## config.mk

```make
export PLATFORM = sky130hd
export DESIGN_NAME = pipe_hazard_ctrl_flat
export DESIGN_NICKNAME = d
export VERILOG_FILES = /design/src/rtl/pipe_hazard_ctrl_if.sv /design/src/rtl/pipe_hazard_ctrl.sv /design/src/flat_wrapper.sv
export SDC_FILE = /design/constraint.sdc
export NUM_CORES = 1
export LEC_CHECK = 0
export BUFFER_PORTS_ARGS = -buffer_cell sky130_fd_sc_hd__buf_4
export CORE_UTILIZATION = 37
export CTS_CLUSTER_DIAMETER = 30
export DETAILED_ROUTE_END_ITERATION = 8
export PLACE_DENSITY = 0.85
export SYNTH_ARGS = -nofsm -noshare
export SYNTH_HDL_FRONTEND = slang
export SYNTH_SLANG_ARGS = --single-unit
```

## constraint.sdc

```tcl
create_clock -name clk -period 2.8 [get_ports clk]
set_input_delay 0.84 -clock clk [delete_from_list [all_inputs] [get_ports clk]]
set_output_delay 0.84 -clock clk [all_outputs]
set_load 0.03 [all_outputs]
```

## src/rtl/pipe_hazard_ctrl_if.sv

```systemverilog
// Hazard-control bus between the pipeline datapath and pipe_hazard_ctrl.
// The datapath (master) supplies the hazard sources and consumes the
// register enables, flushes, timeout pulse and performance counters.
interface pipe_hazard_ctrl_if;
  logic [4:0]  id_rs1;
  logic [4:0]  id_rs2;
  logic        id_use_rs1;
  logic        id_use_rs2;
  logic [4:0]  ex_rd;
  logic        ex_mem_read;
  logic        ex_branch_taken;
  logic        mem_req;
  logic        mem_ack;

  logic        pc_we;
  logic        ifid_we;
  logic        idex_we;
  logic        exmem_we;
  logic        memwb_we;
  logic        ifid_flush;
  logic        idex_flush;
  logic        exmem_flush;
  logic        memwb_flush;
  logic        mem_timeout;
  logic [31:0] stall_cycles;
  logic [31:0] flush_events;

  modport master (
    output id_rs1, id_rs2, id_use_rs1, id_use_rs2, ex_rd, ex_mem_read,
           ex_branch_taken, mem_req, mem_ack,
    input  pc_we, ifid_we, idex_we, exmem_we, memwb_we,
           ifid_flush, idex_flush, exmem_flush, memwb_flush,
           mem_timeout, stall_cycles, flush_events
  );

  modport slave (
    input  id_rs1, id_rs2, id_use_rs1, id_use_rs2, ex_rd, ex_mem_read,
           ex_branch_taken, mem_req, mem_ack,
    output pc_we, ifid_we, idex_we, exmem_we, memwb_we,
           ifid_flush, idex_flush, exmem_flush, memwb_flush,
           mem_timeout, stall_cycles, flush_events
  );
endinterface

```

## src/rtl/pipe_hazard_ctrl.sv

```systemverilog
// Central stall/flush controller for the 5-stage pipeline.
// Resolves memory waits (with timeout), taken-branch redirects and
// load-use hazards, in that priority order. Enables/flushes are
// combinational; state, timer and the timeout pulse are registered.
// Optional macro PERF_CNT_EN adds saturating stall/flush counters;
// without it stall_cycles and flush_events are tied to zero.
module pipe_hazard_ctrl #(
  parameter int TIMEOUT = 16,
  parameter int TW      = 5
) (
  input logic            clk,
  input logic            rst,
  pipe_hazard_ctrl_if.slave bus
);

  typedef enum logic {
    RUN      = 1'b0,
    MEM_WAIT = 1'b1
  } state_t;

  state_t        state;
  state_t        next_state;
  logic [TW-1:0] timer;
  logic [TW-1:0] timer_next;
  logic          timeout_q;
  logic          timeout_next;
  logic          load_use;
  logic          resolve;
  logic          branch_applied;
  // Bit order: {pc, ifid, idex, exmem, memwb}
  logic [4:0]    we;
  // Bit order: {ifid, idex, exmem, memwb}
  logic [3:0]    fl;

  // A load writing a nonzero register that the ID instruction reads
  assign load_use = bus.ex_mem_read && (bus.ex_rd != 5'd0) &&
                    ((bus.id_use_rs1 && (bus.id_rs1 == bus.ex_rd)) ||
                     (bus.id_use_rs2 && (bus.id_rs2 == bus.ex_rd)));

  // Next-state logic and enable/flush pattern selection
  always_comb begin
    we             = 5'b11111;
    fl             = 4'b0000;
    next_state     = state;
    timer_next     = timer;
    timeout_next   = 1'b0;
    resolve        = 1'b0;
    branch_applied = 1'b0;

    case (state)
      RUN: begin
        if (bus.mem_req && !bus.mem_ack) begin
          we         = 5'b00000;
          next_state = MEM_WAIT;
          timer_next = TW'(1);
        end else begin
          resolve = 1'b1;
        end
      end
      MEM_WAIT: begin
        if (bus.mem_ack) begin
          resolve    = 1'b1;
          next_state = RUN;
          timer_next = '0;
        end else if (timer == TW'(TIMEOUT - 1)) begin
          we           = 5'b00010;
          fl           = 4'b0010;
          timeout_next = 1'b1;
          next_state   = RUN;
          timer_next   = '0;
        end else begin
          we         = 5'b00000;
          timer_next = timer + TW'(1);
        end
      end
      default: begin
        next_state = RUN;
        timer_next = '0;
      end
    endcase

    // A taken branch squashes the ID instruction, so load-use is moot
    if (resolve) begin
      if (bus.ex_branch_taken) begin
        fl             = 4'b1100;
        branch_applied = 1'b1;
      end else if (load_use) begin
        we = 5'b00111;
        fl = 4'b0100;
      end
    end

    if (rst) begin
      we             = 5'b00000;
      fl             = 4'b0000;
      branch_applied = 1'b0;
    end
  end

  // State, timer and one-cycle timeout pulse registers
  always_ff @(posedge clk) begin
    if (rst) begin
      state     <= RUN;
      timer     <= '0;
      timeout_q <= 1'b0;
    end else begin
      state     <= next_state;
      timer     <= timer_next;
      timeout_q <= timeout_next;
    end
  end

  assign bus.pc_we       = we[4];
  assign bus.ifid_we     = we[3];
  assign bus.idex_we     = we[2];
  assign bus.exmem_we    = we[1];
  assign bus.memwb_we    = we[0];
  assign bus.ifid_flush  = fl[3];
  assign bus.idex_flush  = fl[2];
  assign bus.exmem_flush = fl[1];
  assign bus.memwb_flush = fl[0];
  assign bus.mem_timeout = timeout_q;

`ifdef PERF_CNT_EN
  logic [31:0] stall_q;
  logic [31:0] flush_q;

  // Saturating counters of stalled-PC cycles and applied branch flushes
  always_ff @(posedge clk) begin
    if (rst) begin
      stall_q <= '0;
      flush_q <= '0;
    end else begin
      if (!we[4] && (stall_q != 32'hFFFF_FFFF)) begin
        stall_q <= stall_q + 32'd1;
      end
      if (branch_applied && (flush_q != 32'hFFFF_FFFF)) begin
        flush_q <= flush_q + 32'd1;
      end
    end
  end

  assign bus.stall_cycles = stall_q;
  assign bus.flush_events = flush_q;
`else
  logic perf_unused;
  assign perf_unused      = branch_applied;
  assign bus.stall_cycles = 32'd0;
  assign bus.flush_events = 32'd0;
`endif

endmodule

```

## src/flat_wrapper.sv

```systemverilog
// flat-port wrapper written by rule: the top's interface ports become plain ports
module pipe_hazard_ctrl_flat 
#(
  parameter int TIMEOUT = 16,
  parameter int TW      = 5
)
  (clk, rst, bus_id_rs1, bus_id_rs2, bus_id_use_rs1, bus_id_use_rs2, bus_ex_rd, bus_ex_mem_read, bus_ex_branch_taken, bus_mem_req, bus_mem_ack, bus_pc_we, bus_ifid_we, bus_idex_we, bus_exmem_we, bus_memwb_we, bus_ifid_flush, bus_idex_flush, bus_exmem_flush, bus_memwb_flush, bus_mem_timeout, bus_stall_cycles, bus_flush_events);
  pipe_hazard_ctrl_if bus_i ();
  input logic clk;
  input logic rst;
  input wire logic [$bits(bus_i.id_rs1)-1:0] bus_id_rs1;
  input wire logic [$bits(bus_i.id_rs2)-1:0] bus_id_rs2;
  input wire logic [$bits(bus_i.id_use_rs1)-1:0] bus_id_use_rs1;
  input wire logic [$bits(bus_i.id_use_rs2)-1:0] bus_id_use_rs2;
  input wire logic [$bits(bus_i.ex_rd)-1:0] bus_ex_rd;
  input wire logic [$bits(bus_i.ex_mem_read)-1:0] bus_ex_mem_read;
  input wire logic [$bits(bus_i.ex_branch_taken)-1:0] bus_ex_branch_taken;
  input wire logic [$bits(bus_i.mem_req)-1:0] bus_mem_req;
  input wire logic [$bits(bus_i.mem_ack)-1:0] bus_mem_ack;
  output wire logic [$bits(bus_i.pc_we)-1:0] bus_pc_we;
  output wire logic [$bits(bus_i.ifid_we)-1:0] bus_ifid_we;
  output wire logic [$bits(bus_i.idex_we)-1:0] bus_idex_we;
  output wire logic [$bits(bus_i.exmem_we)-1:0] bus_exmem_we;
  output wire logic [$bits(bus_i.memwb_we)-1:0] bus_memwb_we;
  output wire logic [$bits(bus_i.ifid_flush)-1:0] bus_ifid_flush;
  output wire logic [$bits(bus_i.idex_flush)-1:0] bus_idex_flush;
  output wire logic [$bits(bus_i.exmem_flush)-1:0] bus_exmem_flush;
  output wire logic [$bits(bus_i.memwb_flush)-1:0] bus_memwb_flush;
  output wire logic [$bits(bus_i.mem_timeout)-1:0] bus_mem_timeout;
  output wire logic [$bits(bus_i.stall_cycles)-1:0] bus_stall_cycles;
  output wire logic [$bits(bus_i.flush_events)-1:0] bus_flush_events;
  assign bus_i.id_rs1 = bus_id_rs1;
  assign bus_i.id_rs2 = bus_id_rs2;
  assign bus_i.id_use_rs1 = bus_id_use_rs1;
  assign bus_i.id_use_rs2 = bus_id_use_rs2;
  assign bus_i.ex_rd = bus_ex_rd;
  assign bus_i.ex_mem_read = bus_ex_mem_read;
  assign bus_i.ex_branch_taken = bus_ex_branch_taken;
  assign bus_i.mem_req = bus_mem_req;
  assign bus_i.mem_ack = bus_mem_ack;
  assign bus_pc_we = bus_i.pc_we;
  assign bus_ifid_we = bus_i.ifid_we;
  assign bus_idex_we = bus_i.idex_we;
  assign bus_exmem_we = bus_i.exmem_we;
  assign bus_memwb_we = bus_i.memwb_we;
  assign bus_ifid_flush = bus_i.ifid_flush;
  assign bus_idex_flush = bus_i.idex_flush;
  assign bus_exmem_flush = bus_i.exmem_flush;
  assign bus_memwb_flush = bus_i.memwb_flush;
  assign bus_mem_timeout = bus_i.mem_timeout;
  assign bus_stall_cycles = bus_i.stall_cycles;
  assign bus_flush_events = bus_i.flush_events;
  pipe_hazard_ctrl #(.TIMEOUT(TIMEOUT), .TW(TW)) u_core (.clk(clk), .rst(rst), .bus(bus_i));
endmodule
```

After elaboration in Yosys (flattened, before gate mapping) --
Index checks and enable logic that the tools add are counted.
Operators by class: add/sub/neg operators 1, reductions and logical operators 9, equality and inequality tests 4, bitwise gates (word level) 1, multiplexer cells 27
Operators by type and width (number):
- 2-to-1 mux 5 bit | 9
- 2-to-1 mux 4 bit | 6
- one-hot mux 5 bit (2 select lines) | 2
- == test 5 bit | 2
- 2-to-1 mux 1 bit | 6
- adder 5 x 1 -> 5 bit, second input constant | 1
- == test 5 x 4 -> 1 bit, second input constant | 1
- logical AND 1 bit | 5
- nonzero test 5 bit | 1
- 2-to-1 mux 2 bit | 2
- one-hot mux 1 bit (2 select lines) | 2
- OR reduction 3 bit | 1
- inequality test 2 x 1 -> 1 bit, second input constant | 1
- logical NOT 1 bit | 1
- logical OR 1 bit | 1
- inverter 1 bit | 1
Storage, ports and cells: output and inout bits 74, register bits 7, word-level logic and storage cells 45

Longest topological paths before layout --
Gate-level depths: netlist of run 1.
word-level depth 8, mapped depth 5

Worst setup path after synthesis of run 1 --
No wires, ideal clock.
path type input -> output, start point input port bus_mem_req, end point output port bus_idex_flush, required time 1.960 ns, buffers on the path 0, data arrival time 2.325 ns, cell stages on the path 4, slack -0.365 ns, cells stage by stage o21ba_2 > nor2_1 > and2_1 > o21bai_1
On the way: word-level cells in the longest chain between the ends 5
Ends and longest elaborated chain:
- start: declaration | line flat_wrapper.sv:18 | input wire logic [$bits(bus_i.mem_req)-1:0] bus_mem_req;
- logical AND 1 bit | line pipe_hazard_ctrl.sv:52 | if (bus.mem_req && !bus.mem_ack) begin
- 2-to-1 mux 1 bit | line pipe_hazard_ctrl.sv:52
- one-hot mux 1 bit (2 select lines) | line pipe_hazard_ctrl.sv:50 | case (state)
- 2-to-1 mux 4 bit | line pipe_hazard_ctrl.sv:83 | if (resolve) begin
- 2-to-1 mux 4 bit | line pipe_hazard_ctrl.sv:93 | if (rst) begin
- end: declaration | line flat_wrapper.sv:26 | output wire logic [$bits(bus_i.idex_flush)-1:0] bus_idex_flush;
No other way between the ends.

Worst setup path in the final report of run 1 --
start point input port bus_id_rs1[4], end point output port bus_pc_we
On the way: word-level cells in the longest chain between the ends 8
Ends and longest elaborated chain:
- start: declaration | line flat_wrapper.sv:11 | input wire logic [$bits(bus_i.id_rs1)-1:0] bus_id_rs1;
- == test 5 bit | line pipe_hazard_ctrl.sv:37 | ((bus.id_use_rs1 && (bus.id_rs1 == bus.ex_rd)) ||
- logical AND 1 bit | line pipe_hazard_ctrl.sv:37
- logical OR 1 bit | line pipe_hazard_ctrl.sv:37
- logical AND 1 bit | line pipe_hazard_ctrl.sv:36 | assign load_use = bus.ex_mem_read && (bus.ex_rd != 5'd0) &&
- 2-to-1 mux 5 bit | line pipe_hazard_ctrl.sv:87 | end else if (load_use) begin
- 2-to-1 mux 5 bit | line pipe_hazard_ctrl.sv:84 | if (bus.ex_branch_taken) begin
- 2-to-1 mux 5 bit | line pipe_hazard_ctrl.sv:83
- 2-to-1 mux 5 bit | line pipe_hazard_ctrl.sv:93
- end: declaration | line flat_wrapper.sv:20 | output wire logic [$bits(bus_i.pc_we)-1:0] bus_pc_we;
No other way between the ends.

==> reports/results.txt, run 1 <==
RSZ-0062 raised after global routing: true
Pwr Density: 363 mW/mm2
synth top area cells: buf_4 (50%), dfxtp_1 (14%), xor2_1 (7.8%), nor2_1 (2.6%), a32oi_1 (2.6%)
synth-to-layout area growth: 12.1%
Finished Cell Area: 0.00113 mm2
crit path from: bus_id_rs1[4]
Synth top area share: 49.8%
area of the core: 0.00252 mm2
initial antenna violation count: 0
clock root buffer master: clkbuf_4
WS Path Type: input port to output pin
worst path cell trace: buf_6 > xor2_1 > nor4_2 > a32oi_1 > o41a_1 > buf_4
Tmin final: 2.95 ns
via count: 741
type of the worst min-delay path: flip-flop to flip-flop
Die Height: 54.3 um
WP data arrival: 2.11 ns
hold_ws: 0.492 ns
maximum clock frequency: 340 MHz
share of layout cells above drive strength 1: 28.0%
vias in the first global route: 585
Worst Reg-to-Reg Cells: 5
final setup fails: 3
I/O pin cnt: 97
Leakage: 0.605 nW
register area share after synthesis: 13.9%
initial core utilization: 40.1%
Antenna Cells: 0
first-pass GRT wire length: 2520 um
die width: 54.3 um
Final Net Count: 189
synth unique cells: 29
CP required: 1.96 ns
Hold Crit Endpoint: u_core.timer[4]
cts hold-fix bufs: 0
max-slew violations: 0
clk slew on worst S/H paths: 0.05 ns
placed cell area: 0.00106 mm2
mean post-synth cell area: 7.96 um2
worst clock skew: 0.00409 ns
die area: 0.00295 mm2
Antenna Nets Post-Route: 0
Post-Synthesis Cells: 127
Startpoint Class: input port
Max Cap Viol: 0
TritonCTS clock tree: done
clk_lat worst skew: 0.25 ns
Reg-to-Reg Start: u_core.timer[1]
Crit. End Element: output pin
flop-to-flop setup slack: 1.46 ns
hold_sp: u_core.timer[4]
drt pass-1 iters: 4
Max FO, Critical Path: 2
failing checks: setup timing
largest net degree at the start of global routing: 11
period utilization: 105%
fin worst setup slack: -0.145 ns
Yosys reg bits: 7
status: finished with violations
row cnt: 18
Worst path max stage delay: 0.42 ns
number of H-tree levels: 1
cts bufs inserted: 3
grt ovf: 0
drt drc: 0
r2r endpoint: u_core.timer[0]
gpl congestion: 0.779
area leader, netlist: buf_4
Total GRT Usage: 12.0%
Slowest-stage cell, CP: o41a_1
CP top delay family: compound AO/OA/AOI/OAI gates
Ys Warns: 0
fill count: 260
# port buffers: 31
final WL: 1790 um
Hold Fails Final Rpt: 0
Mapped Area: 0.00101 mm2
number of cells on the worst hold path: 1
HPWL Detailed: 1430 um
Clock Sinks: 7
commonest non-fill, non-tap cell in the layout: conb_1
worst path bufs/invs: 2
most frequent cells in the layout: conb_1 (65), buf_4 (31), xor2_1 (8)
Peak VDD IR: 0.133 mV
via/cell ratio: 3.82
DR WL/cell: 9.23 um
Iteration-0 DRC Markers: 9
Clock Tree Buf Depth: 2
## metrics by stage
stage                     power [mW]  cells  worst slack, ns  setup TNS [ns]  util [%]
after detailed placement       0.312    189           -0.176          -0.468      42.0
after global placement         0.312    189           -0.162          -0.441      42.0
after CTS                      0.410    194           -0.149          -0.373      44.8
after floorplan                0.337    191           -0.146          -0.202         -
final                          0.411    194           -0.145          -0.389      44.9
after global routing           0.436    194           -0.245          -0.677      44.9
## registers in the layout, summed over array words and instances (netlist names)
name	cells
u_core.bus.mem_timeout	1
u_core.timer	5
u_core.state	1
## synthesized netlist by cell type (all sizes together)
library cell and number:
buf 67, and3b 1, and2 2, o21bai 1, o41a 1, o22a 1
a22oi 1, inv 3, a32oi 3, xnor2 3, dfxtp 7, a21oi 3
nand2 1, ha 1, nand3b 1, or4 1, xor2 9, nand4b 1
clkbuf 1, conb 1, nor2b 2, nor4 2, nor3b 3, a31oi 1
nand3 2, o21ba 1, nor2 7
## routing by layer
layer / routed length (um) / up-vias / global-route usage, %
met3: 161 / 5 / 2.22
li1: - / 357 / -
met4: 32 / 0 / 6.41
met5: 0 / - / 0
met2: 930 / 56 / 20.1
met1: 665 / 323 / 14.4
## what timing repair did
item | in CTS | in global routing
cloned | 0 | 0
setup endpoints to repair | 3 | 3
pin swaps | 4 | 1
gates resized for setup | 9 | 1
buffers inserted | 1 | 0
## cell families (layout without fill, tap and decap cells)
group | after synthesis | in the layout | share of synthesized area, %
and+or+nand+nor | 23 | 23 | 13.7
other | 1 | 65 | 0.371
DFF | 7 | 7 | 13.9
adders and majority gates | 1 | 1 | 1.24
xor gates and xnor gates | 12 | 12 | 10.4
buffers and inverters | 71 | 44 | 51.2
AOI/OAI and AO/OA | 12 | 12 | 9.16
## worst max path at each step
stage / to / depth (start not counted)
detailed placement: bus_pc_we / 6
global route: bus_pc_we / 6
finish: bus_pc_we / 6
global placement: bus_pc_we / 6
floorplan: bus_pc_we / 5
CTS: bus_pc_we / 6
## report_power, final
group | leakage (nW) | total (mW) | internal, mW | switching [mW]
registers | 0.0568 | 0.104 | 0.102 | 0.00217
clock network | 0.0150 | 0.0931 | 0.0545 | 0.0386
logic | 0.534 | 0.214 | 0.0533 | 0.161
total | 0.605 | 0.411 | 0.210 | 0.202
## cell type report
class / count / area, um2 / area share, %
Clock buffer: 4 / 26.3 / 2.32
Timing Repair Buffer: 37 / 304 / 26.8
Sequential cell: 7 / 140 / 12.4
Tap cell: 30 / 37.5 / 3.31
Multi-Input combinational cell: 113 / 614 / 54.2
Inverter: 3 / 11.3 / 0.993
No activity file was read; power rests on OpenSTA's default activity.
==> run 2: changes to the inputs <==
--- a/config.mk
+++ b/config.mk
@@ -5,8 +5,9 @@
 export SDC_FILE = /design/constraint.sdc
 export NUM_CORES = 1
 export LEC_CHECK = 0
+export ABC_AREA = 1
 export BUFFER_PORTS_ARGS = -buffer_cell sky130_fd_sc_hd__buf_4
-export CORE_UTILIZATION = 37
+export CORE_UTILIZATION = 39
 export CTS_CLUSTER_DIAMETER = 30
 export DETAILED_ROUTE_END_ITERATION = 8
 export PLACE_DENSITY = 0.85
==> constraint.sdc (replaced) <==
create_clock -name clk -period 2.8 [get_ports clk]
set_input_delay 0.14 -clock clk [delete_from_list [all_inputs] [get_ports clk]]
set_output_delay 0.14 -clock clk [all_outputs]
set_load 0.03 [all_outputs]
==> run 2 against run 1 <==
  * The run now ends clean
  * Global-route usage is 1.7 points lower
  * Area after synthesis is 13% higher
  * Cell area is 3.8% higher
  * Critical path type is now flip-flop to output pin
  * Largest cell class unchanged
==> reports/results.txt, run 2 <==
RSZ-0062 raised after global routing: false
most frequent cells in the layout: conb_1 (65), nand2_1 (42), buf_4 (31)
final setup fails: 0 (-3)
commonest non-fill, non-tap cell in the layout: conb_1
Tmin final: 1.69 ns (-1.26 ns)
Worst path most repeated cell: inv_2
clock root buffer master: clkbuf_4
Hold Fails Final Rpt: 0 (unchanged)
die width: 56.2 um (+3.6%)
Antenna Nets Post-Route: 0 (unchanged)
Post-synth EDFFs: 0 (unchanged)
clk slew on worst S/H paths: 0.05 ns (about the same)
Mapped Area: 0.00115 mm2 (+13%)
area leader, netlist: buf_4
Die Height: 56.2 um (+3.6%)
status: finished, final reports clean
largest register by flop count: u_core.timer
synth-to-layout area growth: 2.62%
via count: 906 (+22%)
CP top delay family: flip-flops
TNS Setup: 0 ns (+0.389 ns)
post-CTS setup repair buffer count: 0 (-1)
Peak VDD IR: 0.316 mV (+140%)
drt drc: 0 (unchanged)
max-slew violations: 0 (unchanged)
Pwr Density: 352 mW/mm2 (-2.9%)
die area: 0.00316 mm2 (+7.3%)
register area share after synthesis: 12.2% (-1.6 points)
CTS resizes: 0 (-9)
DR WL/cell: 7.11 um (-23%)
worst path bufs/invs: 3 (+1)
largest net degree at the start of global routing: 10 (-1)
initial antenna violation count: 0 (unchanged)
drt pass-1 iters: 3 (-1)
Total GRT Usage: 10.3% (-1.7 points)
Leakage: 0.737 nW (+22%)
first-pass GRT wire length: 2590 um (+2.7%)
Clock Sinks: 7 (unchanged)
TritonCTS clock tree: done
initial core utilization: 41.2% (+1.1 points)
share of layout cells above drive strength 1: 22.6% (-5.4 points)
synth unique cells: 23 (-21%)
Iteration-0 DRC Markers: 22 (+13)
hold_ws: 0.123 ns (-0.369 ns)
number of H-tree levels: 1 (unchanged)
Max Cap Viol: 0 (unchanged)
gpl congestion: 0.798 (+2.5%)
final WL: 1730 um (-3.5%)
I/O pin cnt: 97 (unchanged)
row cnt: 19 (+1)
synth top area cells: buf_4 (44%), nand2_1 (14%), dfxtp_1 (12%), inv_1 (6.9%), nor2_1 (3.3%)
Startpoint Class: flip-flop
Clock Tree Buf Depth: 2 (unchanged)
Slowest-stage cell, CP: dfxtp_1
maximum clock frequency: 593 MHz (+75%)
flop-to-flop setup slack: 1.59 ns (+0.13 ns)
WP data arrival: 1.55 ns (-0.56 ns)
Post-synth ARST share: 0% (unchanged)
Crit. End Element: output pin
area of the core: 0.00278 mm2 (+10%)
worst path cell trace: ha_1 > nand3_2 > nor2_4 > inv_2 > o21ai_2 > inv_2 > nor2_2 > buf_4
most frequent cell after synthesis: buf_4
period utilization: 60.3% (-45 points)
Post-Synthesis Cells: 181 (+43%)
# port buffers: 31 (unchanged)
WS Path Type: flip-flop to output pin
Antenna Cells: 0 (unchanged)
Yosys reg bits: 7 (unchanged)
Ys Warns: 0 (unchanged)
Final Net Count: 237 (+25%)
worst clock skew: 0.00103 ns (-0.00306 ns)
Synth top area share: 43.9% (-5.9 points)
vias in the first global route: 671 (+15%)
mean post-synth cell area: 6.33 um2 (-20%)
Max FO, Critical Path: 3 (+1)
Worst path max stage delay: 0.35 ns (-0.07 ns)
via/cell ratio: 3.73 (-2.4%)
HPWL Detailed: 1510 um (+5.5%)
cts hold-fix bufs: 0 (unchanged)
type of the worst min-delay path: input port to flip-flop
clk_lat worst skew: 0.25 ns (about the same)
cts bufs inserted: 3 (unchanged)
CP required: 2.66 ns (+0.70 ns)
grt ovf: 0 (unchanged)
most frequent cells after synthesis: buf_4 (67), nand2_1 (42), inv_1 (21)
Largest register FFs: 5 (unchanged)
Main synth FF type: dfxtp_1
==> run 2: changes by cell type in the layout (fill, tap and decap cells not counted), sizes merged, moves of 3 or more <==
cell,previous run,this run
xor2,9,0
nor3b,3,0
buf,37,31
nand2,1,44
o21ai,0,3
nand3,2,7
a32oi,3,0
xnor2,3,0
nor3,0,3
nor2,7,15
a21oi,3,7
inv,3,23
==> run 2: where the power goes <==
| group | total, mW | internal [mW] | switching [mW] | leakage [nW] |
|---|---|---|---|---|
| clock | 0.0911 | 0.0543 | 0.0367 | 0.0150 |
| sequential | 0.105 | 0.102 | 0.00271 | 0.0568 |
| combinational | 0.218 | 0.0463 | 0.172 | 0.665 |
| total | 0.414 | 0.202 | 0.212 | 0.737 |
==> run 2: cell families (layout without fill, tap and decap cells) <==
family | count (synthesis) | after routing | synth area share [%]
buffers and inverters | 91 | 58 | 51.9
and+or+nand+nor | 71 | 71 | 28.5
AOI/OAI and AO/OA | 10 | 10 | 6.00
DFF | 7 | 7 | 12.2
adders and majority gates | 1 | 1 | 1.09
other | 1 | 65 | 0.327
==> run 2: path summary, 6_finish.rpt <==
path / cells past startpoint / startpoint / to
setup / recovery: 8 / u_core.timer[1] / bus_exmem_we
hold reg to reg: 2 / u_core.timer[1] / u_core.timer[1]
hold / removal: 2 / rst / u_core.timer[1]
setup reg to reg: 6 / u_core.timer[1] / u_core.state
==> run 2: cell type report <==
| type | count | area [um2] |
|---|---|---|
| flip-flops and latches | 7 | 140 |
| inverters | 23 | 86.3 |
| fillers | 298 | 1610 |
| repair buffers | 31 | 233 |
| clock buffers | 4 | 26.3 |
| well taps | 31 | 38.8 |
| multi-input cells | 147 | 652 |
==> run 2: worst register-to-register path, stage by stage (launching register included) <==
cell	delay (ns)
dfxtp_1	0.35
ha_1	0.21
nand3_2	0.12
nor2_4	0.14
inv_2	0.06
o21ai_2	0.15
nor2_1	0.07
==> run 2: stage by stage <==
stage	area [um2]	worst slack [ns]	total power, mW	std cells	utilization, %
2_1_floorplan	1390	1.12	0.352	245	-
3_3_place_gp	1150	1.43	0.323	239	41.3
3_5_place_dp	1150	1.37	0.324	239	41.3
4_1_cts	1180	1.09	0.418	243	42.3
5_1_grt	1180	0.986	0.440	243	42.3
6_report	1180	1.11	0.414	243	42.3
==> run 2: per-layer routing <==
metal  global-route usage (%)  part of all wire (%)  vias up
met3                     2.09                   9.1        2
met4                     3.14                  0.81        0
met5                        0                     0        -
met1                     11.2                    39      369
met2                     19.7                    51       60
li1                         -                     -      475
==> run 3: changes to the inputs <==
==> constraint.sdc (replaced) <==
create_clock -name clk -period 1.65 [get_ports clk]
set_input_delay 0.0825 -clock clk [delete_from_list [all_inputs] [get_ports clk]]
set_output_delay 0.0825 -clock clk [all_outputs]
set_load 0.03 [all_outputs]
==> run 3 against run 2 <==
  * Via count rose by 3.5%
  * Cell count grew 0.82%
  * Total power rose by 73%
  * Clock-buffer cell count is the same
  * First-iteration DRC count grew 68%
  * Global-route usage is 0.43 points higher
  * Largest power group unchanged
==> reports/results.txt, run 3 (synthesis gave the netlist of run 2 again) <==
Iteration-0 DRC Markers: 37 (+68%)
TritonCTS clock tree: done
largest net degree at the start of global routing: 10 (unchanged)
Worst Reg-to-Reg Cells: 7 (+1)
type of the worst min-delay path: input port to flip-flop
maximum clock frequency: 626 MHz
hold_sp: rst
# port buffers: 31 (unchanged)
status: finished, final reports clean
Die Height: 56.2 um (unchanged)
area of the core: 0.00278 mm2 (unchanged)
vias in the first global route: 670 (-0.15%)
Hold Fails Final Rpt: 0 (unchanged)
clk slew on worst S/H paths: 0.05 ns (about the same)
row cnt: 19 (unchanged)
CP top delay family: flip-flops
period utilization: 96.8%
clock root buffer master: clkbuf_4
Clock Sinks: 7 (unchanged)
Total GRT Usage: 10.7% (+0.43 points)
flop-to-flop setup slack: 0.39 ns (-1.20 ns)
Clock Tree Buf Depth: 2 (unchanged)
WP data arrival: 1.51 ns (-0.04 ns)
commonest non-fill, non-tap cell in the layout: conb_1
HPWL Detailed: 1510 um (+0.33%)
die width: 56.2 um (unchanged)
Leakage: 0.745 nW (+1.2%)
Worst path most repeated cell: inv_2
WS Path Type: flip-flop to output pin
clk_lat worst skew: 0.26 ns (about the same)
Largest register FFs: 5 (unchanged)
fin worst setup slack: 0.0535 ns (-1.06 ns)
grt ovf: 0 (unchanged)
Hold Crit Endpoint: u_core.timer[1]
RSZ-0062 raised after global routing: true
cts hold-fix bufs: 0 (unchanged)
fill count: 298 (unchanged)
Reg-to-Reg Start: u_core.timer[1]
number of cells on the worst hold path: 2 (unchanged)
Startpoint Class: flip-flop
via/cell ratio: 3.83 (+2.7%)
Peak VDD IR: 0.384 mV (+21%)
final setup fails: 0 (unchanged)
Max FO, Critical Path: 3 (unchanged)
worst clock skew: 0.00522 ns (+0.00419 ns)
Tmin final: 1.60 ns
number of H-tree levels: 1 (unchanged)
Worst path max stage delay: 0.36 ns (about the same)
overall power: 0.718 mW (+73%)
synth-to-layout area growth: 6.44%
gpl congestion: 0.798 (about the same)
Crit. End Element: output pin
first-pass GRT wire length: 2640 um (+2.1%)
Place WS: 0.280 ns (-1.09 ns)
share of layout cells above drive strength 1: 24.8% (+2.1 points)
drt drc: 0 (unchanged)
Pwr Density: 589 mW/mm2 (+67%)
via count: 938 (+3.5%)
final WL: 1810 um (+5.0%)
initial antenna violation count: 0 (unchanged)
worst path cell trace: ha_4 > nand3_4 > nor2_4 > inv_2 > o21ai_2 > inv_2 > nor2_2 > buf_6
I/O pin cnt: 97 (unchanged)
r2r endpoint: u_core.state
drt pass-1 iters: 7 (+4)
DR WL/cell: 7.40 um (+4.2%)
largest register by flop count: u_core.timer
cts bufs inserted: 3 (unchanged)
Slowest-stage cell, CP: dfxtp_4
die area: 0.00316 mm2 (unchanged)
Antenna Cells: 0 (unchanged)
Antenna Nets Post-Route: 0 (unchanged)
initial core utilization: 41.2% (unchanged)
most frequent cells in the layout: conb_1 (65), nand2_1 (42), buf_4 (32)
Max Cap Viol: 0 (unchanged)
worst path bufs/invs: 3 (unchanged)
CP required: 1.57 ns (-1.09 ns)
fin util: 43.9% (+1.6 points)
max-slew violations: 0 (unchanged)
Final Net Count: 239 (+0.84%)
run 3: changes by cell type in the layout (fill, tap and decap cells not counted), sizes merged:
| cell | before | now |
|---|---|---|
| buf | 31 | 33 |
run 3: power by group:
part | switching [mW] | total [mW] | internal [mW]
registers | 0.00561 | 0.177 | 0.172
clock network | 0.0721 | 0.165 | 0.0928
logic | 0.293 | 0.376 | 0.0825
run 3: layer usage:
layer	GRT usage, %	share of wire, %	up-vias
met5	0	0	-
met4	5.23	2.4	0
met3	2.09	9.4	4
met2	19.6	50	70
met1	11.7	38	385
li1	-	-	479
run 3: area by class of cell:
cell class | count | area [um2] | area share, %
inverter | 23 | 86.3 | 7.08
timing repair buffer | 33 | 251 | 20.6
sequential | 7 | 145 | 11.9
multi-input combinational | 147 | 672 | 55.1
tap | 31 | 38.8 | 3.18
clock buffer | 4 | 26.3 | 2.15
run 3: stage by stage:
| stage | instances | instance area [um2] | TNS [ns] | hold WS (ns) |
|---|---|---|---|---|
| after floorplan | 245 | 1390 | 0 | 0.282 |
| after global placement | 239 | 1150 | 0 | 0.321 |
| after detailed placement | 239 | 1150 | 0 | 0.324 |
| after CTS | 243 | 1180 | 0 | 0.0500 |
| after global routing | 245 | 1220 | -0.0462 | 0.0507 |
| final | 245 | 1220 | 0 | 0.0496 |
run 3: worst max path at each step:
stage | to | startpoint | cells past startpoint | slack, ns
2_1_floorplan | bus_pc_we | u_core.state | 6 | 0.03
3_3_place_gp | bus_exmem_we | u_core.timer[1] | 8 | 0.33
3_5_place_dp | bus_exmem_we | u_core.timer[1] | 8 | 0.28
4_1_cts | bus_exmem_we | u_core.timer[1] | 8 | 0.005
5_1_grt | bus_exmem_we | u_core.timer[1] | 8 | -0.04
6_report | bus_exmem_we | u_core.timer[1] | 8 | 0.05
run 3: timing repair:
action / in CTS / in global routing
resized for setup: 1 / 6
pin swaps: 0 / 3
setup buffers: 0 / 2
gates cloned: 0 / 0
endpoints found under the setup margin: 1 / 3
run 3: worst register-to-register path, delay by kind of cell, from the launching register on:
| kind | cells | cell delay [ns] |
|---|---|---|
| buffers and inverters | 2 | 0.19 |
| and+or+nand+nor | 3 | 0.29 |
| AOI/OAI and AO/OA | 1 | 0.17 |
| DFF | 1 | 0.36 |
| adders and majority gates | 1 | 0.14 |
